`src/rtl/frame_capture_ctrl.sv`:
```
// Frame capture sequencer: gates camera pixels into the threshold stage, builds
// delay-matched frame-buffer write addresses and shares the BRAM port with a reader.
module frame_capture_ctrl #(
    parameter int H_ACTIVE = 320,
    parameter int V_ACTIVE = 240,
    parameter int TH_LAT   = 1,
    parameter int RD_LAT   = 2
) (
    input  logic        clk_in,
    input  logic        rst_in,
    input  logic        start_in,
    input  logic        continuous_in,
    input  logic        abort_in,
    input  logic [8:0]  hcount_in,
    input  logic [7:0]  vcount_in,
    input  logic        pix_valid_in,
    output logic        thr_valid_out,
    input  logic        rd_req_in,
    input  logic [16:0] rd_addr_in,
    output logic        rd_grant_out,
    output logic        rd_valid_out,
    output logic [16:0] mem_addr_out,
    output logic        mem_we_out,
    output logic        busy_out,
    output logic        done_out,
    output logic        err_out,
    output logic [7:0]  frame_cnt_out,
    output logic [1:0]  state_dbg_out
);

    // Handshake: rd_req_in is a level held by the reader until rd_grant_out is
    // seen high in the same cycle; rd_valid_out follows each grant by RD_LAT cycles.

    typedef enum logic [1:0] {
        S_IDLE    = 2'd0,
        S_ARMED   = 2'd1,
        S_CAPTURE = 2'd2,
        S_DONE    = 2'd3
    } state_t;

    localparam logic [8:0] H_LAST = 9'(H_ACTIVE - 1);
    localparam logic [7:0] V_LAST = 8'(V_ACTIVE - 1);

    state_t            state_q, state_d;
    logic              err_q, err_d;
    logic [7:0]        frame_cnt_q, frame_cnt_d;
    logic [TH_LAT-1:0] wr_vld_q, wr_vld_d;
    logic [16:0]       wr_addr_q [TH_LAT];
    logic [16:0]       wr_addr_d [TH_LAT];
    logic [RD_LAT-1:0] rd_vld_q, rd_vld_d;

    logic        in_range, frame_start, frame_end, fwd;
    logic [16:0] pix_addr;

    always_comb begin
        in_range    = pix_valid_in && (hcount_in <= H_LAST) && (vcount_in <= V_LAST);
        frame_start = in_range && (hcount_in == 9'd0) && (vcount_in == 8'd0);
        frame_end   = in_range && (hcount_in == H_LAST) && (vcount_in == V_LAST);
        pix_addr    = 17'(vcount_in) * 17'(H_ACTIVE) + 17'(hcount_in);
    end

    // An aborting cycle forwards nothing; earlier pixels drain through the pipe.
    always_comb begin
        fwd = 1'b0;
        if (!abort_in) begin
            case (state_q)
                S_ARMED:   fwd = frame_start;
                S_CAPTURE: fwd = in_range;
                default:   fwd = 1'b0;
            endcase
        end
    end

    always_comb begin
        state_d     = state_q;
        err_d       = err_q;
        frame_cnt_d = frame_cnt_q;
        if (abort_in) begin
            state_d = S_IDLE;
        end else begin
            case (state_q)
                S_IDLE: begin
                    if (start_in) begin
                        state_d = S_ARMED;
                        err_d   = 1'b0;
                    end
                end
                S_ARMED: begin
                    if (frame_start) state_d = S_CAPTURE;
                end
                S_CAPTURE: begin
                    if (frame_end)        state_d = S_DONE;
                    else if (frame_start) err_d   = 1'b1;
                end
                S_DONE: begin
                    state_d = continuous_in ? S_ARMED : S_IDLE;
                end
                default: state_d = S_IDLE;
            endcase
        end
        if (state_q == S_DONE) frame_cnt_d = frame_cnt_q + 8'd1;
    end

    always_comb begin
        wr_vld_d[0]  = fwd;
        wr_addr_d[0] = pix_addr;
        for (int i = 1; i < TH_LAT; i++) begin
            wr_vld_d[i]  = wr_vld_q[i-1];
            wr_addr_d[i] = wr_addr_q[i-1];
        end
        rd_vld_d[0] = rd_grant_out;
        for (int i = 1; i < RD_LAT; i++) begin
            rd_vld_d[i] = rd_vld_q[i-1];
        end
    end

    always_ff @(posedge clk_in or negedge rst_in) begin
        if (!rst_in) begin
            state_q     <= S_IDLE;
            err_q       <= 1'b0;
            frame_cnt_q <= 8'd0;
            wr_vld_q    <= '0;
            rd_vld_q    <= '0;
            for (int i = 0; i < TH_LAT; i++) wr_addr_q[i] <= '0;
        end else begin
            state_q     <= state_d;
            err_q       <= err_d;
            frame_cnt_q <= frame_cnt_d;
            wr_vld_q    <= wr_vld_d;
            rd_vld_q    <= rd_vld_d;
            for (int i = 0; i < TH_LAT; i++) wr_addr_q[i] <= wr_addr_d[i];
        end
    end

    // Writes own the port; the grant is also held low while reset is asserted.
    always_comb begin
        thr_valid_out = fwd;
        mem_we_out    = wr_vld_q[TH_LAT-1];
        rd_grant_out  = rst_in && rd_req_in && !mem_we_out;
        if (mem_we_out)        mem_addr_out = wr_addr_q[TH_LAT-1];
        else if (rd_grant_out) mem_addr_out = rd_addr_in;
        else                   mem_addr_out = '0;
        rd_valid_out  = rd_vld_q[RD_LAT-1];
        busy_out      = (state_q == S_ARMED) || (state_q == S_CAPTURE);
        done_out      = (state_q == S_DONE);
        err_out       = err_q;
        frame_cnt_out = frame_cnt_q;
        state_dbg_out = state_q;
    end

endmodule

```
`config.mk`:
```
export PLATFORM = sky130hd
export DESIGN_NAME = frame_capture_ctrl
export DESIGN_NICKNAME = d
export VERILOG_FILES = /design/src/rtl/frame_capture_ctrl.sv
export SDC_FILE = /design/constraint.sdc
export NUM_CORES = 1
export LEC_CHECK = 0
export BUFFER_PORTS_ARGS = -buffer_cell sky130_fd_sc_hd__buf_2
export CAP_MARGIN = 20
export CORE_ASPECT_RATIO = 0.6
export CORE_UTILIZATION = 49
export DETAILED_ROUTE_END_ITERATION = 10
export PLACE_DENSITY_LB_ADDON = 0.25
export SLEW_MARGIN = 0
export SYNTH_ARGS = -nofsm -noshare
export SYNTH_HDL_FRONTEND = slang
export SYNTH_SLANG_ARGS = --single-unit
```
`constraint.sdc`:
```
create_clock -name clk_in -period 2.07 [get_ports clk_in]
set_input_delay 0.414 -clock clk_in [delete_from_list [all_inputs] [get_ports clk_in]]
set_output_delay 0.414 -clock clk_in [all_outputs]
set_load 0.01 [all_outputs]
```
* After elaboration in Yosys (flattened, before gate mapping)
Cells that the tools add are included. Widths: inputs -> output; s select.
Cells by class: $add $sub $neg 2, multipliers 1, order comparisons 2, equal/unequal tests 11, mux-type cells 14, bitwise logic cells 1, reductions and logical operators 16
Operators with widths (number):
- $mux 17 | 2
- $add 17x9->17 | 1
- $mul 8x3->11 const B | 1
- $eq 9x9->1 const B | 1
- $le 9x9->1 const B | 1
- $logic_not 9->1 | 1
- $ne 3x3->1 const B | 3
- $add 8x1->8 const B | 1
- $eq 8x8->1 const B | 1
- $le 8x8->1 const B | 1
- $logic_and 1x1->1 | 8
- $logic_not 8->1 | 1
- $mux 2 | 4
- $pmux 2 s4 | 1
- $ne 2x2->1 const B | 3
- $mux 1 | 5
- $reduce_and 5->1 | 1
- $eq 2x2->1 const B | 2
- $pmux 1 s2 | 2
- $reduce_and 3->1 | 1
- $eq 2x1->1 const B | 1
- $logic_not 2->1 | 1
- $reduce_bool 2->1 | 1
- $logic_not 1->1 | 1
- 2 further kinds | 2
Storage, ports and cells: flip-flop bits (word level) 31, input bits 41, output and inout bits 34

* Logic depth before layout (Yosys ltp)
depth in word-level cells 8, mapped depth 8, mapped depth without buffers 8

* Worst setup path before layout
OpenSTA, ideal clock, no wires.
kind input to register, start point in vcount_in[1], end point reg wr_addr_q[16] (netlist bit), data arrival time 2.229 ns, required time 1.974 ns, slack -0.255 ns, cell stages on the path 8, cell sequence ha_1 > ha_1 > fa_1 > a21o_1 > a21oi_2 > xnor2_2 > nand3_1 > o32ai_2
On the way: word-level cells in the longest chain between the ends 2
RTL lines:
- start, declared | line 15 | input logic [7:0] vcount_in,
- $mul 8x3->11 | line 59 | pix_addr = 17'(vcount_in) * 17'(H_ACTIVE) + 17'(hcount_in);
- $add 17x9->17 | line 59
- named net pix_addr[16] | line 53 | logic [16:0] pix_addr;
- end, declared | line 48 | logic [16:0] wr_addr_q [TH_LAT];
The timed path passes the listed nets, and every way through them passes these cells. A chain may end at the register's enable or synchronous reset.

* Final worst setup path
start point in vcount_in[4], end point out thr_valid_out
On the way: word-level cells in the longest chain between the ends 6, elaborated cells between the ends (all ways) 7, those cells by class 1 x order compare; 2 x mux; 4 x reduce/logical
RTL lines:
- $le 8x8->1 | line 56 | in_range = pix_valid_in && (hcount_in <= H_LAST) && (vcount_in <= V_LAST);
- $logic_and 1x1->1 | line 56
- $logic_and 1x1->1 (2 in a row) | line 57 | frame_start = in_range && (hcount_in == 9'd0) && (vcount_in == 8'd0);
- $pmux 1 s2 (*) | line 66 | case (state_q)
- $mux 1 (*) | line 65 | if (!abort_in) begin
- end, declared | line 17 | output logic thr_valid_out,
Every way passes the cells marked *; elsewhere a longest branch is shown, timed or not.

==> flow_metrics.tcl <==
set metrics [dict create \
    status "complete, but fails checks" \
    violations "design-rule violations, negative setup slack" \
    required_ns 1.66 \
    path_cells "buf_2 > buf_4 > nor3_4 > nand3_2 > nor3_4 > a21oi_2 > nor3b_2 > buf_2" \
    synth.most_common_cell "dfrtp_1" \
    yosysSeqAreaShare 0.393 \
    slowest_stage "nor3b_2" \
    p_leak_uw 0.00150 \
    synth_ff_type "dfrtp_1" \
    ff2ff_path_depth 10 \
    ant_nets 0 \
    synth_cells 181 \
    clock_latency_ns 0.28 \
    crit_fanout 3 \
    drv_slew 0 \
    clock_sinks 31 \
    setup_viol 1 \
    fmax_mhz 481 \
    cts_buffers 5 \
    ir_worst_vdd_v 0.000632 \
    h-tree-depth 2 \
    hold_viol 0 \
    cap_violations 0 \
    wire_per_inst_microns 15.9 \
    grt_max_degree 32 \
    routed_wl_microns 5550 \
    fin_setup_tns_ns -0.0111 \
    synth_area_leaders "dfrtp_1 (39%), ha_1 (13%), a22o_1 (7.5%), xnor2_1 (5.3%), nand4_1 (2.2%)" \
    cts_hold_buf 0 \
    syn_area_sq_um 1980 \
    drtPass1Iterations 7 \
    antenna_found_initial 0 \
    startpoint_type "input port" \
    worst_slew_pin_slew_ns 0.425 \
    syn2layout_area_growth_pct 50.2 \
    cts_tree "yes" \
    num_vias 1909 \
    relSlewSlack 0.715 \
    p_per_area_nw_per_um2 720 \
    cts_buffer_depth 2 \
    synth_edf_count 0 \
    crit_path_end_kind "output pin" \
    grt_pass1_vias 1732 \
    dieWidth_microns 84.0 \
    worst_path_largest_cell_delay_ns 0.21 \
    dieHeight_microns 51.2 \
    grt.overflow.total 0 \
    num_rows 17 \
    synth_top_area_cell "dfrtp_1" \
    min_period_over_period 1.01 \
    fin_cells 350 \
    ios 75 \
    start_util 0.525 \
    worst-path-buf-inv 3 \
    synth_top_area_share 0.393 \
    via_per_inst 5.45 \
    grt_pass1_wl_microns 8380 \
    layout_setup_ws_ns -0.0111 \
    dpl.hpwl_microns 3990 \
    cp.arrival_ns 1.67 \
    total_power_uw 2140 \
    async_flop_share 1.00 \
    path_clk_slew_ns 0.07 \
    r2r_start "state_dbg_out[1]" \
    die-area_sq_um 4300 \
    grtUsageTotal 0.260 \
    yosysWarnings 0 \
    grt_setup_unrepaired "yes" \
    cts_root_buf "clkbuf_8" \
    port_buffers 74 \
    ys_ff_latch 31 \
    place_congestion 0.849 \
    nets 367 \
    fin_crit_ns 2.08 \
    dr.first_iter.drc_count 106 \
    dpl.cell_count 329 \
    r2r-end "mem_we_out" \
    cpLargestDelayFamily "simple AND/OR/NAND/NOR gates" \
    synthDistinctLibCells 39 \
    whs_ns 0.164 \
    n_antenna_cell 0 \
    rrSetupSlack_ns 0.06 \
    fp.coreArea_sq_um 3760 \
    skew_ns 0.00528 \
    syn-num-nets 245 \
    layout-drive-gt1-share 0.525 \
    crit_type "input port to output pin" \
    netlist_top_cells_count "dfrtp_1 (31), ha_1 (21), a22o_1 (17)" \
    dp_slack_ns -0.274 \
    drc 16 \
    avgSynthCellArea_sq_um 10.9 \
    holdCritPathClass "input port to async pin" \
]
metrics by stage:
step / util / instance area [sq um]
6_report: 0.788 / 2970
5_1_grt: 0.788 / 2970
4_1_cts: 0.748 / 2820
3_5_place_dp: 0.704 / 2650
3_3_place_gp: 0.704 / 2650
2_1_floorplan: - / 2010
sequential cells by signal, summed over array words and instances (netlist names):
name	flops
err_out	1
wr_addr_q	17
state_dbg_out	2
frame_cnt_out	8
rd_vld_q	2
mem_we_out	1
routing by layer:
layer  track usage  wire length [microns]
met3        0.0630                    384
met5             0                      0
met1         0.380                   2710
met2         0.381                   2400
met4        0.0776                     54
worst max path at each step:
stage / from / to / slack (ns) / cells after the start
global placement: vcount_in[1] / wr_addr_q[16] / -0.22 / 9
floorplan: vcount_in[1] / wr_addr_q[15] / -0.02 / 8
detailed placement: vcount_in[2] / wr_addr_q[15] / -0.27 / 8
CTS: vcount_in[4] / thr_valid_out / 0.02 / 8
global route: vcount_in[4] / thr_valid_out / -0.10 / 8
finish: vcount_in[4] / thr_valid_out / -0.01 / 8
final cells by class:
class / instances / area [sq um]
Timing Repair Buffer: 118 / 707
Clock buffer: 6 / 82.6
Clock inverter: 1 / 5.00
Sequential cell: 31 / 776
Fill cell: 231 / 797
Multi-Input combinational cell: 137 / 1300
Tap cell: 47 / 58.8
Inverter: 10 / 37.5
where the power goes:
group          internal, uW  total (uW)  switching (uW)  leakage [uW]
registers               704         773            68.5      0.000389
logic                   426         886             460       0.00106
clock network           260         477             217     0.0000470
total                  1390        2140             745       0.00150
worst register-to-register path: cells and delay by family (launching register included):
| family | cells | cell delay, ns |
|---|---|---|
| buffers and inverters | 8 | 0.98 |
| DFF | 1 | 0.43 |
| and+or+nand+nor | 1 | 0.18 |
| adders and majority gates | 1 | 0.33 |
repair_timing:
action                     in CTS  in global routing
setup buffers                   7                  7
pin swaps                       4                 14
setup endpoints to repair       1                  3
resized for setup               5                 19
kinds of logic (layout without fill, tap and decap cells):
logic type	Yosys count	count (layout)	synth area share
AO/OA/AOI/OAI	50	50	0.205
XOR/XNOR	18	18	0.0836
adder cells (fa/ha/maj)	23	23	0.153
buffers and inverters	13	135	0.0260
flip-flops	31	31	0.393
multiplexers	1	1	0.00570
AND/OR/NAND/NOR	45	45	0.134
cell usage in the layout, fill, tap and decap left out, types with 4 or more instances in the layout:
cell	count
inv_1	9
a22o_1	17
nand4_1	7
xnor2_1	11
buf_4	44
a21o_1	4
a21oi_1	7
xor2_1	5
clkbuf_8	6
nand3_1	5
buf_2	73
dfrtp_1	31
ha_1	14
nor2_1	6
nand2_1	8
ha_4	4
(Power assumes the default switching activity.)
